<file path="config.mk">
export PLATFORM = sky130hd
export DESIGN_NAME = raster_streamer
export DESIGN_NICKNAME = d
export VERILOG_FILES = /design/src/rtl/raster_streamer.sv
export SDC_FILE = /design/constraint.sdc
export NUM_CORES = 1
export LEC_CHECK = 0
export CAP_MARGIN = 20
export CORE_UTILIZATION = 45
export DETAILED_ROUTE_END_ITERATION = 7
export PLACE_DENSITY = 0.79
export SETUP_SLACK_MARGIN = 0.05
export SKIP_CTS_REPAIR_TIMING = 1
export SLEW_MARGIN = 20
export SYNTH_ARGS = -nofsm -noshare
export SYNTH_HDL_FRONTEND = slang
export SYNTH_SLANG_ARGS = --single-unit
</file>
<file path="constraint.sdc">
create_clock -name clk -period 2.9 [get_ports clk]
set_input_delay 0.58 -clock clk [delete_from_list [all_inputs] [get_ports clk]]
set_output_delay 0.58 -clock clk [all_outputs]
set_load 0.01 [all_outputs]
</file>
<file path="src/rtl/raster_streamer.sv">
// raster_streamer: streams one WIDTH x HEIGHT frame of pixels from a valid/ready source, tagging each with (x, y).
// Define RASTER_STREAMER_HBLANK_EN to insert HBLANK idle cycles after every line but the last.
module raster_streamer #(
  parameter int WIDTH  = 1280,
  parameter int HEIGHT = 960,
  parameter int DATA_W = 12,
  parameter int HBLANK = 16
) (
  input  logic              clk,
  input  logic              rst,
  input  logic              start,
  input  logic [DATA_W-1:0] src_data,
  input  logic              src_valid,
  output logic              src_ready,
  output logic [DATA_W-1:0] data_out,
  output logic [10:0]       x,
  output logic [10:0]       y,
  output logic              read,
  output logic              busy,
  output logic              frame_done
);
  localparam logic [1:0] S_IDLE = 2'd0, S_ACTIVE = 2'd1, S_HBLANK = 2'd2, S_DONE = 2'd3;
`ifdef RASTER_STREAMER_HBLANK_EN
  localparam logic [1:0] S_EOL = S_HBLANK;
`else
  localparam logic [1:0] S_EOL = S_ACTIVE;
`endif
  logic [1:0]        r_state;
  logic [10:0]       r_col, r_row, r_x, r_y;
  logic [15:0]       r_hcnt;
  logic [DATA_W-1:0] r_data;
  logic              r_read;
  logic              w_acc, w_eol, w_eof;
  assign src_ready  = r_state == S_ACTIVE;
  assign w_acc      = src_valid & src_ready;
  assign w_eol      = r_col == 11'(WIDTH - 1);
  assign w_eof      = w_eol & (r_row == 11'(HEIGHT - 1));
  assign data_out   = r_data;
  assign x          = r_x;
  assign y          = r_y;
  assign read       = r_read;
  assign busy       = r_state != S_IDLE;
  assign frame_done = r_state == S_DONE;
  always_ff @(posedge clk or posedge rst) begin
    if (rst) begin
      r_state <= S_IDLE;
      r_col   <= '0;
      r_row   <= '0;
      r_hcnt  <= '0;
      r_x     <= '0;
      r_y     <= '0;
      r_data  <= '0;
      r_read  <= 1'b0;
    end else begin
      r_read <= w_acc;
      if (w_acc) begin
        r_data  <= src_data;
        r_x     <= r_col;
        r_y     <= r_row;
        r_col   <= w_eol ? 11'd0 : r_col + 11'd1;
        r_row   <= w_eol ? r_row + 11'd1 : r_row;
        r_hcnt  <= '0;
        r_state <= w_eof ? S_DONE : w_eol ? S_EOL : S_ACTIVE;
      end else if (r_state == S_IDLE && start) begin
        r_col   <= '0;
        r_row   <= '0;
        r_state <= S_ACTIVE;
      end else if (r_state == S_HBLANK) begin
        r_hcnt  <= r_hcnt + 16'd1;
        r_state <= r_hcnt == 16'(HBLANK - 1) ? S_ACTIVE : S_HBLANK;
      end else if (r_state == S_DONE) begin
        r_state <= S_IDLE;
      end
    end
  end
endmodule

</file>
=== Word level (Yosys, flattened, before mapping) ===
Cells that the tools add are included.

* Register bits after elaboration: 75
* Input bits: 16
* Word-level logic and storage cells: 43

* $add $sub $neg: 3
* Equality and inequality tests: 8
* Mux-type cells: 14
* Bitwise operators: 2
* Reduce and logical (&&, ||, !) cells: 8

{| class="wikitable"
|+ Operator list
! operator !! number
|-
| $mux W11 || 5
|-
| $mux W16 || 3
|-
| $add A11 B1 Y11 const B || 2
|-
| $add A16 B1 Y16 const B || 1
|-
| $eq A16 B4 Y1 const B || 1
|-
| $mux W2 || 6
|-
| $eq A11 B10 Y1 const B || 1
|-
| $eq A11 B11 Y1 const B || 1
|-
| $reduce_bool A2 Y1 || 3
|-
| $eq A2 B2 Y1 const B || 2
|-
| $reduce_and A2 Y1 || 2
|-
| $reduce_bool A4 Y1 || 1
|-
| $and A1 B1 Y1 || 2
|-
| $eq A2 B1 Y1 const B || 1
|-
| $logic_not A2 Y1 || 1
|-
| $ne A2 B1 Y1 const B || 1
|-
| $ne A2 B2 Y1 const B || 1
|-
| $logic_and A1 B1 Y1 || 1
|}

=== Logic depth before layout (Yosys ltp) ===
Gate-level depths: netlist of run 1.

* Word-level depth: 5
* Gate-level depth with buffers: 8
* Depth with buffers taken out: 5

=== Worst setup path after synthesis of run 1 ===
OpenSTA, ideal clock, no wires.

* Path kind: register to register
* From: register r_col[0]
* To: register r_col[9]
* Arrival: 1600 ps
* Slack: 1231 ps
* Stages on the path, launching flop included: 7
* Period minus slack after synthesis: 1669 ps
* Path through: dfrtp_1 > ha_1 > and3_1 > buf_2 > a31o_2 > or3_1 > nand3_1

* Longest elaborated chain between the ends: 3

{| class="wikitable"
|+ Ends and longest elaborated chain
! item !! RTL line !! source
|-
| from (decl) || 29 || <nowiki>logic [10:0] r_col, r_row, r_x, r_y;</nowiki>
|-
| from (signal assigned) || 60 || <nowiki>r_col <= w_eol ? 11'd0 : r_col + 11'd1;</nowiki>
|-
| $add A11 B1 Y11 or $eq A11 B11 Y1 (tied branches) || 60, 36 ||
|-
| $mux W11 * || 60 ||
|-
| $mux W11 * || 56 || <nowiki>if (w_acc) begin</nowiki>
|}

Mark *: on every way between the ends. The rest lies on a longest branch, timed or not.
A chain may end at the register's enable or synchronous reset.

=== Final worst setup path of run 1 ===
* From: register r_state[0]
* To: output port src_ready

* Longest elaborated chain between the ends: 1

{| class="wikitable"
|+ Ends and longest elaborated chain
! item !! RTL line !! source
|-
| from (decl) || 28 || <nowiki>logic [1:0] r_state;</nowiki>
|-
| from (signal assigned) || 63 || <nowiki>r_state <= w_eof ? S_DONE : w_eol ? S_EOL : S_ACTIVE;</nowiki>
|-
| from (signal assigned) || 70 || <nowiki>r_state <= r_hcnt == 16'(HBLANK - 1) ? S_ACTIVE : S_HBLANK;</nowiki>
|-
| $eq A2 B1 Y1 || 34 || <nowiki>assign src_ready = r_state == S_ACTIVE;</nowiki>
|-
| to (decl) || 14 || <nowiki>output logic src_ready,</nowiki>
|}

No other way between the ends.

==> impl_metrics.ini, run 1 <==
[logic_synthesis]
synthDominantCellAreaShare_pct = 53.67
synthSimpleGateAreaFrac_pct = 28.09
synthArstFlopShare_pct = 100.0
synth_cells = 383
ys_top_cells_by_area = dfrtp_1 (54%), nand2_1 (13%), o21ai_0 (3.7%)
muxShareOfSynthArea_pct = 2.612
synth_seq_area_share_pct = 53.67
synth_nets = 402
synth_area_sq_mm = 0.003497
synth_cell_types = 45
yosys_most_used_dff = dfrtp_1
synth_compound_area_share_pct = 8.730
synth-xor-area-share_pct = 1.753
synth_edf_count = 0
synth_adder_area_share_pct = 1.073
synth_top_family_by_area = simple AND/OR/NAND/NOR gates
avgSynthCellArea_sq_um = 9.131
yosysWarnings = 0
yosysTopAreaCell = dfrtp_1
yosys_register_bits = 75

[clock_tree]
cts_inserted_buffers = 9
clock_latency_ns = 0.34
cts.sinks = 75
cts.reportedPaths.clkPinSlew_ns = 0.07
cts_root_buffer = clkbuf_8
cts_tree = built
cts_max_level = 3
ctsLongestPathBuffers = 2

[timing]
tightest_slew_ns = 0.5539
rsz0062_at_grt = no
fin_crit_sh_pct = 74.00
period_needed_ns = 2.146
finalClockSkew_ns = 0.006170
drv_slew = 0
relSlewSlack_pct = 63.00
fmax_mhz = 466.0
finalHoldViolations = 0
fin_setup_tns_ns = 0
setup_violations = 0

[floorplanning]
initial_core_util_pct = 47.45
num_io_pins = 54
die_w_um = 90.16
fp.dieArea_sq_mm = 0.008128
rows = 31
die_y_um = 90.16
core_sq_mm = 0.007370

[grt]
grt_first_pass_wirelength_um = 12760
globalRouteOverflowTotal = 0
track_usage_pct = 19.52
antenna_found_initial = 0
grt_max_degree = 52
grt_pass1_vias = 2781

[placement]
gp_congestion = 0.8786
dpl.hpwl_um = 5131
placed_cells = 519
io_buffers = 53

[cells_and_area]
nNetsFinal = 450
drive_gt1_share_pct = 6.207
layout_common_cells = nand2_1 (125), dfrtp_1 (75), clkdlybuf4s50_1 (53)
fillers = 655
final_cells = 534
diodes = 0
mostFrequentLayoutCell = nand2_1
area_growth_pct = 21.57

[pwr]
combinationalPowerShare_pct = 22.2
internal-power_mw = 1.740
p_switching_mw = 0.7337
clkPwrFrac_pct = 27.7
seq_power_share_pct = 50.2
switching_share_pct = 29.66
peakVddDrop_mv = 0.3750
power.leakage_nw = 1.994
power_density_mw_per_mm2 = 581.8

[setup_path]
worstPathArrival_ns = 1.57
worstSetupEndpointType = output port
worst-path-buf-inv = 1
path_delay_family = buffers and inverters
path_class = flop to output port
cpPeakStageDelay_ns = 0.55
slowest_stage = clkdlybuf4s50_1
cp.required_ns = 2.32
crit_chain = nor2b_1 > clkdlybuf4s50_1
path_max_fanout = 8
critical_path.startpoint_type = flop

[route]
drt_wl_total_um = 7476
ant_nets = 0
viasPerCell = 5.303
wl_per_cell_um = 14.00
drc = 0
first_pass_iters = 4
drt_iter0_drc = 154
vias = 2832

[run]
cap_viol_max_count = 0

[min_path]
hold_path.class = flop to flop

[status]
status = finished clean
==> area by class of cell <==
cell class / instances / area (sq um) / area share [%]
Clock inverter: 2 / 12.51 / 0.2943
Sequential cell: 75 / 1877 / 44.14
Inverter: 7 / 31.28 / 0.7357
Timing Repair Buffer: 58 / 580.6 / 13.66
Multi-Input combinational cell: 280 / 1478 / 34.76
Tap cell: 99 / 123.9 / 2.913
Clock buffer: 13 / 148.9 / 3.502
==> logic make-up (layout without fill, tap and decap cells) <==
logic type | Yosys count | in the layout
compound gates | 50 | 50
xor+xnor | 7 | 7
fa+ha+maj | 3 | 3
buf+inv | 28 | 80
flops | 75 | 75
mux | 9 | 9
simple gates | 211 | 211
==> power by group through the flow <==
| stage | sequential, mW | combinational, mW | clock, mW |
|---|---|---|---|
| after detailed placement | 1.26 | 0.552 | 0 |
| after CTS | 1.24 | 0.557 | 0.703 |
| final | 1.24 | 0.548 | 0.684 |
| after global placement | 1.25 | 0.543 | 0 |
| after floorplan | 1.28 | 0.256 | 0 |
| after global routing | 1.26 | 0.608 | 0.750 |
==> synth_stat cells, drive strengths merged, types with 7 or more instances <==
cell type,n
nor2,19
nand2,125
mux2i,8
dfrtp,75
nand3,21
inv,7
a21oi,8
and3,7
buf,8
o21ai,27
clkbuf,13
nand4,10
==> final timing paths <==
check	startpoint	endpoint	slack, ns	cells past startpoint
min	y[8]	y[8]	0.48	2
min reg2reg	y[8]	y[8]	0.48	2
max in group asynchronous	rst	r_row[7]	1.64	3
max reg2reg	r_col[0]	r_row[4]	0.93	5
max	r_state[0]	src_ready	0.75	2
min in group asynchronous	rst	y[5]	0.60	2
==> through the flow <==
stage | total power [mW] | instance area [sq um] | utilization (%) | setup slack, ns | hold WS (ns)
after floorplan | 1.535 | 3497 | - | 0.4100 | 0.4468
after global placement | 1.797 | 4090 | 55.50 | 0.6187 | 0.4573
after detailed placement | 1.813 | 4090 | 55.50 | 0.5219 | 0.4624
after CTS | 2.501 | 4252 | 57.69 | 0.7349 | 0.4798
after global routing | 2.613 | 4252 | 57.69 | 0.6746 | 0.5012
final | 2.473 | 4252 | 57.69 | 0.7541 | 0.4757
==> registers in the layout (all words and copies together) (netlist names) <==
| signal | flops |
|---|---|
| y | 11 |
| r_hcnt | 16 |
| x | 11 |
| r_col | 11 |
| r_row | 11 |
| read | 1 |
| data_out | 12 |
| r_state | 2 |
==> worst reg2reg max path: stages, from the launching register on <==
cell and delay [ns]:
dfrtp_1 0.44, ha_1 0.22, and3_1 0.42, a41oi_2 0.32, a21o_1 0.25, a22o_1 0.22
==> per-layer routing <==
layer  GRT usage (%)  up-vias  share of wire [%]
met3           5.499       10                5.4
li1                -     1396                  -
met1           25.64     1337                 47
met4           6.720        0                1.2
met5               0        -                  0
met2           31.04       89                 47
Power figures use the tool's default switching activity.
==> run 2, diff against run 1 <==
clock period = 2 ns   (was 2.9 ns; I/O delays follow)
==> run 2 against run 1 <==
  * Final area is 3.0% higher
  * Sequential share of layout area down 1.2 points
  * Wire length is 0.72% higher
  * Cell count is 1.9% higher
  * Clock power is 77% higher
  * Core utilization up 1.7 points
  * Global-route usage is 0.72 points higher
  * Critical path type unchanged
  * Largest cell class unchanged
==> impl_metrics.ini, run 2 (synthesized netlist as in run 1, its figures left out) <==
[grt]
grt_pass1_vias = 2890
track_usage_pct = 20.24
antenna_found_initial = 0
grt_first_pass_wirelength_um = 13270
globalRouteOverflowTotal = 0
grt_max_degree = 76

[cells_and_area]
fillers = 637
largest_register = r_hcnt
largest_reg_flops = 16
layout_common_cells = nand2_1 (125), dfrtp_1 (73), clkdlybuf4s50_1 (52)
area_growth_pct = 25.22
drive_gt1_share_pct = 9.663
diodes = 0
final_util_pct = 59.42
mostFrequentLayoutCell = nand2_1
nNetsFinal = 459

[setup_path]
critical_path.startpoint_type = flop
worstPathArrival_ns = 1.49
crit_chain = and2_1 > clkdlybuf4s50_1
path_delay_family = buffers and inverters
worst-path-buf-inv = 1
cpPeakStageDelay_ns = 0.53
worstSetupEndpointType = output port
path_max_fanout = 8
reg2reg_depth = 5
path_class = flop to output port
cp.required_ns = 1.60
cp.depth = 2
slowest_stage = clkdlybuf4s50_1

[placement]
dpl.hpwl_um = 5252
io_buffers = 53
gp_congestion = 0.8867

[timing]
finalHoldViolations = 0
hold_slack_ns = 0.4757
finalClockSkew_ns = 0.009895
tightest_slew_ns = 0.4993
relSlewSlack_pct = 66.64
drv_slew = 0
rsz0062_at_grt = yes
fin_crit_sh_pct = 94.72
setup_violations = 0
period_needed_ns = 1.894
fmax_mhz = 527.9

[clock_tree]
cts.reportedPaths.clkPinSlew_ns = 0.08
cts_max_level = 3
cts_inserted_buffers = 9
cts.sinks = 75
cts_root_buffer = clkbuf_8
cts_tree = built
clock_latency_ns = 0.36
ctsLongestPathBuffers = 2

[pwr]
power_density_mw_per_mm2 = 879.8
seq_power_share_pct = 46.7
switching_share_pct = 29.89
power.leakage_nw = 2.056
p_switching_mw = 1.152
combinationalPowerShare_pct = 21.8
clkPwrFrac_pct = 31.5
peakVddDrop_mv = 0.6930
internal-power_mw = 2.701

[floorplanning]
die_y_um = 90.16
core_sq_mm = 0.007370
num_io_pins = 54
initial_core_util_pct = 47.45
fp.dieArea_sq_mm = 0.008128
rows = 31
die_w_um = 90.16

[run]
cap_viol_max_count = 0

[route]
drt_iter0_drc = 170
drc = 0
drt_wl_total_um = 7530
ant_nets = 0
wl_per_cell_um = 13.84
vias = 2922
first_pass_iters = 4
viasPerCell = 5.371

[status]
status = finished clean

[min_path]
whs_path_depth = 2
hold_path.class = flop to flop
run 2: worst paths after layout:
path,start,to,slack (ns)
setup reg to reg,r_state[1],r_col[7],0.24
hold reg to reg,y[4],y[4],0.48
min in group asynchronous,rst,r_hcnt[3],0.49
setup / recovery,r_state[1],frame_done,0.11
max in group asynchronous,rst,r_row[0],1.17
hold / removal,y[4],y[4],0.48
run 2: metrics by stage:
stage / TNS (ns) / total power, mW / std cells / setup WS, ns / area (sq um)
after floorplan: 0 / 2.226 / 383 / 0.3315 / 3501
after global routing: 0 / 4.070 / 544 / 0.04523 / 4379
final: 0 / 3.853 / 544 / 0.1056 / 4379
after detailed placement: -0.1257 / 2.671 / 528 / -0.05460 / 4161
after CTS: -0.02190 / 3.896 / 544 / -0.02190 / 4372
after global placement: 0 / 2.644 / 528 / 0.009697 / 4161
run 2: power groups by stage:
stage	Combinational (mW)	Clock, mW	Sequential, mW
detailed placement	0.847	0	1.82
floorplan	0.372	0	1.85
CTS	0.854	1.25	1.80
finish	0.841	1.21	1.80
global route	0.925	1.32	1.83
global placement	0.830	0	1.81
run 2: worst min-delay path, stage by stage, from the launching register on:
cell     delay [ns]
dfrtp_1        0.34
nand2_1        0.05
nand2_1        0.06
run 2: final cells by class:
class                   instances  area (sq um)  share of cell area (%)
clock inverters                 6         72.57                   1.657
inverters                       7         35.03                  0.8000
well taps                      99         123.9                   2.829
multi-input cells             280          1480                   33.80
repair buffers                 67         650.6                   14.86
flip-flops and latches         75          1879                   42.91
clock buffers                  10         137.6                   3.143
run 2: metal layers:
metal  routed length, um  global-route usage (%)
met5                   0                       0
met4                 136                   7.124
met3                 434                   6.430
met2                3627                   32.32
met1                3331                   25.93
==> run 3, diff against run 2 <==
TNS_END_PERCENT = 20   (was default)
==> run 3 against run 2 <==
  * Clock skew hardly changed
  * Core utilization about the same
  * Register-to-register slack barely moved
  * Final area hardly changed
  * Sequential power about the same
  * Via count fell by 0.17%
  * Cell count unchanged
  * First-iteration DRC count down 4.7%
  * Critical path type unchanged
==> impl_metrics.ini, run 3 (synthesized netlist as in run 1, its figures left out) <==
[status]
status = finished clean

[floorplanning]
initial_core_util_pct = 47.45
die_y_um = 90.16
die_w_um = 90.16
rows = 31
core_sq_mm = 0.007370
fp.dieArea_sq_mm = 0.008128
num_io_pins = 54

[grt]
grt_max_degree = 76
antenna_found_initial = 0
globalRouteOverflowTotal = 0
grt_pass1_vias = 2890
grt_first_pass_wirelength_um = 13270
track_usage_pct = 20.24

[clock_tree]
cts_max_level = 3
cts_tree = built
cts.reportedPaths.clkPinSlew_ns = 0.08
ctsLongestPathBuffers = 2
cts_inserted_buffers = 9
cts_root_buffer = clkbuf_8
cts.sinks = 75
clock_latency_ns = 0.36

[route]
drt_wl_total_um = 7567
drt_iter0_drc = 162
vias = 2917
first_pass_iters = 4
viasPerCell = 5.362
drc = 0
wl_per_cell_um = 13.91
ant_nets = 0

[setup_path]
path_class = flop to output port
cp.depth = 3
ff2ff_setup_slack_ns = 0.24
endpoint = busy
critPathLaunch = r_state[1]
path_delay_family = buffers and inverters
worstPathArrival_ns = 1.49
path_max_fanout = 8
cpPeakStageDelay_ns = 0.48
cp.required_ns = 1.60
slowest_stage = clkdlybuf4s50_1
worst-path-buf-inv = 2
timing.rr.start = r_state[1]
reg2reg_to = r_col[7]
reg2reg_depth = 5
worstSetupEndpointType = output port
crit_chain = nor2_1 > inv_1 > clkdlybuf4s50_1
critical_path.startpoint_type = flop

[cells_and_area]
final_cells = 544
mostFrequentLayoutCell = nand2_1
diodes = 0
largest_reg_flops = 16
layout_common_cells = nand2_1 (125), dfrtp_1 (73), clkdlybuf4s50_1 (52)
nNetsFinal = 459
drive_gt1_share_pct = 9.438
stdcell_area_sq_mm = 0.004377
largest_register = r_hcnt
area_growth_pct = 25.15

[timing]
finalHoldViolations = 0
tightest_slew_ns = 0.4992
setup_violations = 0
hold_slack_ns = 0.4760
relSlewSlack_pct = 66.65
period_needed_ns = 1.893
fmax_mhz = 528.1
fin_crit_sh_pct = 94.67
rsz0062_at_grt = yes
drv_slew = 0
finalClockSkew_ns = 0.01003

[placement]
io_buffers = 53
gp_congestion = 0.8867
dpl.hpwl_um = 5252
placed_cells = 528
dpl_cell_area_sq_mm = 0.004161

[run]
cap_viol_max_count = 0

[pwr]
power_density_mw_per_mm2 = 879.9
p_total_mw = 3.851
peakVddDrop_mv = 0.6924
power.leakage_nw = 2.056

[min_path]
hold_path.class = flop to flop
-- run 3: cell count changes in the layout (fill, tap and decap cells not counted) --
| cell | previous run | this run |
|---|---|---|
| nor2_1 | 17 | 18 |
| nor2_2 | 2 | 1 |
-- run 3: how the worst min path moves through the flow --
stage          depth (start not counted)          to  slack [ns]        from
6_report                               2        y[8]        0.48        y[8]
5_1_grt                                2        y[8]        0.51        y[8]
4_1_cts                                2        y[4]        0.48        y[4]
3_5_place_dp                           2        y[8]        0.46        y[8]
3_3_place_gp                           2        y[8]        0.46        y[8]
2_1_floorplan                          1  r_hcnt[15]        0.45  r_hcnt[15]
-- run 3: power breakdown --
group / switching, mW / internal (mW) / leakage, nW
logic: 0.434 / 0.405 / 0.942
clock network: 0.592 / 0.623 / 0.103
registers: 0.125 / 1.67 / 1.01
-- run 3: worst reg2reg max path: stages, from the launching register on --
cell and delay (ns):
dfrtp_2 0.47, nand3b_1 0.32, buf_4 0.23, a31o_2 0.24
or3_1 0.35, o21ai_0 0.08
-- run 3: area by class of cell --
type                       count  area [sq um]
tap                           99         123.9
multi-input combinational    280          1478
sequential                    75          1879
fill                         638          2993
timing repair buffer          67         650.6
clock buffer                  10         137.6
inverter                       7         35.03
clock inverter                 6         72.57
-- run 3: stage by stage --
step / setup WS, ns / TNS [ns] / utilization [%]
after floorplan: 0.3315 / 0 / -
after global placement: 0.009697 / 0 / 56.47
after detailed placement: -0.05460 / -0.1257 / 56.47
after CTS: -0.02190 / -0.02190 / 59.32
after global routing: 0.02761 / 0 / 59.39
final: 0.1065 / 0 / 59.39
-- run 3: metal layers --
metal | vias up | GRT usage (%) | share of wire, %
li1 | 1421 | - | -
met4 | 0 | 7.124 | 1.8
met1 | 1410 | 25.93 | 45
met3 | 11 | 6.430 | 5.4
met5 | - | 0 | 0
met2 | 75 | 32.32 | 48
==> patch 1 (flow settings as in run 3) <==
`DATA_W`: 12 -> 18.
--- a/src/rtl/raster_streamer.sv
+++ b/src/rtl/raster_streamer.sv
@@ -4,5 +4,5 @@
   parameter int WIDTH  = 1280,
   parameter int HEIGHT = 960,
-  parameter int DATA_W = 12,
+  parameter int DATA_W = 18,
   parameter int HBLANK = 16
 ) (
Ports: changed (resized data_out and src_data); port bits go from 54 to 66. No check against the original RTL was run, so the function may have changed too.
==> patch 1 against run 3 <==
  * Power decreased by 6.6%
  * Combinational power shrank 48%
  * Wire length grew 8.8%
  * Register-to-register slack got worse by 0.07 ns
  * Area after synthesis increased by 5.7%
  * Sequential cell count rose by 6
  * Global-route usage down 0.21 points
  * Fmax rose by 0.69%
  * Design area rose by 9.6%
  * First-iteration DRC count up 14%
  * Critical path depth is 1 lower
  * Sequential share of layout area shrank 0.64 points
  * Setup slack gained 0.013 ns
  * Largest cell class unchanged
  * Largest power group unchanged
==> patch 1: results (changes against run 3) <==
| Step | Item | This run | vs run 3 |
|---|---|---|---|
| critical path | Destination of the worst register-to-register timing path | r_row[4] |  |
| final layout | Share of layout cells above drive strength 1 | 8.903% | -0.54 points |
| min path | Hold/Removal Path Class | in -> async |  |
| final layout | Net total in the final layout | 503 | +9.6% |
| synth | Synthesized-area fraction occupied by ao, oa, aoi and oai cells | 11.04% | +2.3 points |
| route | Via density per instance | 5.376 | +0.26% |
| placed design | Inst Count DP | 568 | +7.6% |
| synth | Mean Syn Cell Area | 9.149 µm² | +0.20% |
| critical path | Largest fanout on the critical path | 9 | +1 |
| critical path | Critical path launch point | r_state[0] |  |
| critical path | Reg2reg start | r_col[0] |  |
| placed design | RD Place Congestion | 0.8391 | -5.4% |
| grt | Via count of the first global-routing pass | 3041 | +5.2% |
| run status | Result of the run | finished, final reports clean |  |
| critical path | Reg-to-reg slack, setup | 0.17 ns | -0.07 ns |
| placed design | Detail Placement HPWL | 5708 µm | +8.7% |
| sta | Slew headroom | 70.09% | +3.4 points |
| synth | Multiplexer share of the synthesized area | 1.083% | -1.5 points |
| pwr | Leakage power total | 2.193 nW | +6.6% |
| route | Routed wire per std cell | 14.08 µm | +1.2% |
| route | Drt initial violations | 185 | +14% |
| grt | GRT Resource Usage Total | 20.03% | -0.21 points |
| cts | Clock insertion delay at the later pin of the skew report | 0.34 ns | -0.02 ns |
| final layout | Number of flip-flops in the largest register | 18 | +2 |
| synth | Adder and majority gate portion of the synthesized area | 1.016% | -0.058 points |
| pwr | Peak supply drop | 0.0005273 V | -24% |
| sta | Fin Hold WS | 0.4177 ns | -0.05832 ns |
| critical path | Maximum single-stage delay on the critical path | 0.54 ns | +0.06 ns |
| synth | Synth Net Count | 429 | +6.7% |
patch 1: cell count changes after synthesis, sizes merged, moves of 4 or more:
| cell | run 3 | this run |
|---|---|---|
| nor2 | 19 | 15 |
| o21ai | 27 | 23 |
| mux2i | 8 | 4 |
| o31ai | 0 | 7 |
| a21oi | 8 | 12 |
| xor2 | 1 | 5 |
| nand2 | 125 | 141 |
| dfrtp | 75 | 81 |
| clkbuf | 13 | 7 |
| xnor2 | 6 | 1 |
| o211ai | 0 | 6 |
| and3 | 7 | 3 |
patch 1: metrics by stage:
step                setup WS (ns)  utilization, %  area [µm²]  power [mW]  setup TNS, ns
floorplan                  0.2865               -        3700       2.030              0
global placement          0.01394           57.97        4549       2.268              0
detailed placement       -0.04818           57.97        4549       2.282        -0.1480
CTS                      -0.02990           60.91        4780       3.625       -0.02990
global route              0.04020           61.14        4798       3.738              0
finish                     0.1195           61.14        4798       3.597              0
patch 1: final cells by class:
class	instances	area share, %
clock buffers	12	3.233
inverters	7	0.6258
multi-input cells	298	32.72
repair buffers	81	16.90
clock inverters	4	1.565
well taps	102	2.660
flip-flops and latches	81	42.29
patch 1: per-layer routing:
layer | vias up | wire (µm) | part of all wire, % | global-route usage (%)
met3 | 19 | 392 | 4.8 | 2.874
met4 | 0 | 137 | 1.7 | 6.538
met5 | - | 0 | 0 | 0
met2 | 84 | 4070 | 49 | 33.83
li1 | 1532 | - | - | -
met1 | 1510 | 3635 | 44 | 26.62
patch 1: power breakdown:
group | switching [mW] | internal (mW)
sequential | 0.0847 | 1.73
clock | 0.573 | 0.772
combinational | 0.213 | 0.225
total | 0.870 | 2.73
==> patch 2 (config.mk and constraints of run 3) <==
Without the edit above. Make the reset (`rst`) synchronous in one clocked block.
--- a/src/rtl/raster_streamer.sv
+++ b/src/rtl/raster_streamer.sv
@@ -42,5 +42,5 @@
   assign busy       = r_state != S_IDLE;
   assign frame_done = r_state == S_DONE;
-  always_ff @(posedge clk or posedge rst) begin
+  always_ff @(posedge clk) begin
     if (rst) begin
       r_state <= S_IDLE;
Check against the original RTL: differs if rst is asserted again (counterexample within 4 cycles, from zero or initial values and one cycle with rst high); with rst held inactive, the same outputs for 10 cycles.
==> patch 2 against run 3 <==
  * Count of clock-buffer cells in the layout decreased by 1
  * Sequential cell count unchanged
  * Setup slack improved by 0.017 ns
  * Area after synthesis down 4.1%
  * Clock skew is 0.0019 ns lower
  * Wire length grew 4.6%
  * Via count up 8.5%
  * Design area fell by 0.69%
Power is not compared: it rests on default switching activity, and its combinational part moved more than twofold at a synthesized area within 25%.
==> patch 2: results (changes against run 3) <==
| Step | Item | This run | vs run 3 |
|---|---|---|---|
| final layout | Number of combinational gates with multiple inputs | 294 | +5.0% |
| final layout | Share of layout cells above drive strength 1 | 12.94% | +3.5 points |
| placed design | Worst setup slack before clock tree synthesis | -0.2535 ns | -0.1989 ns |
| synth | Synth Net Count | 425 | +5.7% |
| final layout | Layout buffering overhead excluding clock cells | 17.16% | +2.3 points |
| grt | Pin count of the biggest net entering global routing | 32 | -58% |
| final layout | Plain + repair buffers | 82 | +22% |
| route | Wire length after detailed routing | 7917 µm | +4.6% |
| final layout | Clock distribution area overhead in the final layout | 5.066% | +0.26 points |
| final layout | Final standard cell count with taps included and fillers excluded | 578 | +6.3% |
| final layout | Net total in the final layout | 493 | +7.4% |
| synth | Fraction of the yosys area taken by sequential cells | 44.78% | -8.9 points |
| placed design | Detail Placement HPWL | 5518 µm | +5.1% |
| placed design | Inst Count DP | 562 | +6.4% |
| final layout | # fillers | 663 | +3.9% |
| run status | Result of the run | finished, final reports clean |  |
| final layout | Proportion of cell area occupied by multi-input gates | 39.26% | +5.5 points |
| min path | Min-delay src | x[6] |  |
| route | Drt initial violations | 226 | +40% |
| die | Die extent in x | 88.32 µm | -2.0% |
| route | DRT met1 WL | 3584 µm | +5.6% |
| placed design | Cell area reported after detailed placement | 4114 µm² | -1.1% |
| grt | Met3 GRT Util | 4.571% | -1.9 points |
| route | Met2 wire length | 3672 µm | +1.2% |
| synth | Multiplexer share of the synthesized area | 1.231% | -1.4 points |
| grt | GRT Resource Usage Total | 21.22% | +0.98 points |
| final layout | Count of non-CTS inverters in the layout | 12 | +5 |
| synth | Adder and majority gate portion of the synthesized area | 1.119% | +0.046 points |
| final layout | Sequential cell area in the final layout | 1505 µm² | -20% |
| critical path | Largest fanout on the critical path | 6 | -2 |
| grt | Routing usage on met1 | 25.64% | -0.29 points |
| route | Detailed-route via count | 3165 | +8.5% |
| synth | Count of mapped cells out of synthesis | 406 | +6.0% |
| critical path | Destination of the worst register-to-register timing path | r_hcnt[14] |  |
patch 2: changes by cell type after synthesis, sizes merged, moves of 6 or more:
cell,change
a21oi,+40
dfxtp,+75
nand2,-38
nand4,+6
o21ai,-14
or4,+8
nand3,-7
dfrtp,-75
patch 2: worst max-delay path by stage:
| stage | end | slack, ns | start | depth (start not counted) |
|---|---|---|---|---|
| 2_1_floorplan | r_state[1] | 0.21 | r_row[0] | 5 |
| 3_3_place_gp | r_state[1] | -0.20 | src_valid | 5 |
| 3_5_place_dp | r_state[1] | -0.25 | src_valid | 5 |
| 4_1_cts | busy | -0.06 | r_state[0] | 2 |
| 5_1_grt | r_row[3] | 0.006 | r_col[1] | 6 |
| 6_report | frame_done | 0.12 | r_state[1] | 2 |
patch 2: worst max-delay path, delay by kind of cell (launching register included):
kind | cells | cell delay, ns
buf+inv | 1 | 0.54
flops | 1 | 0.43
simple gates | 1 | 0.16
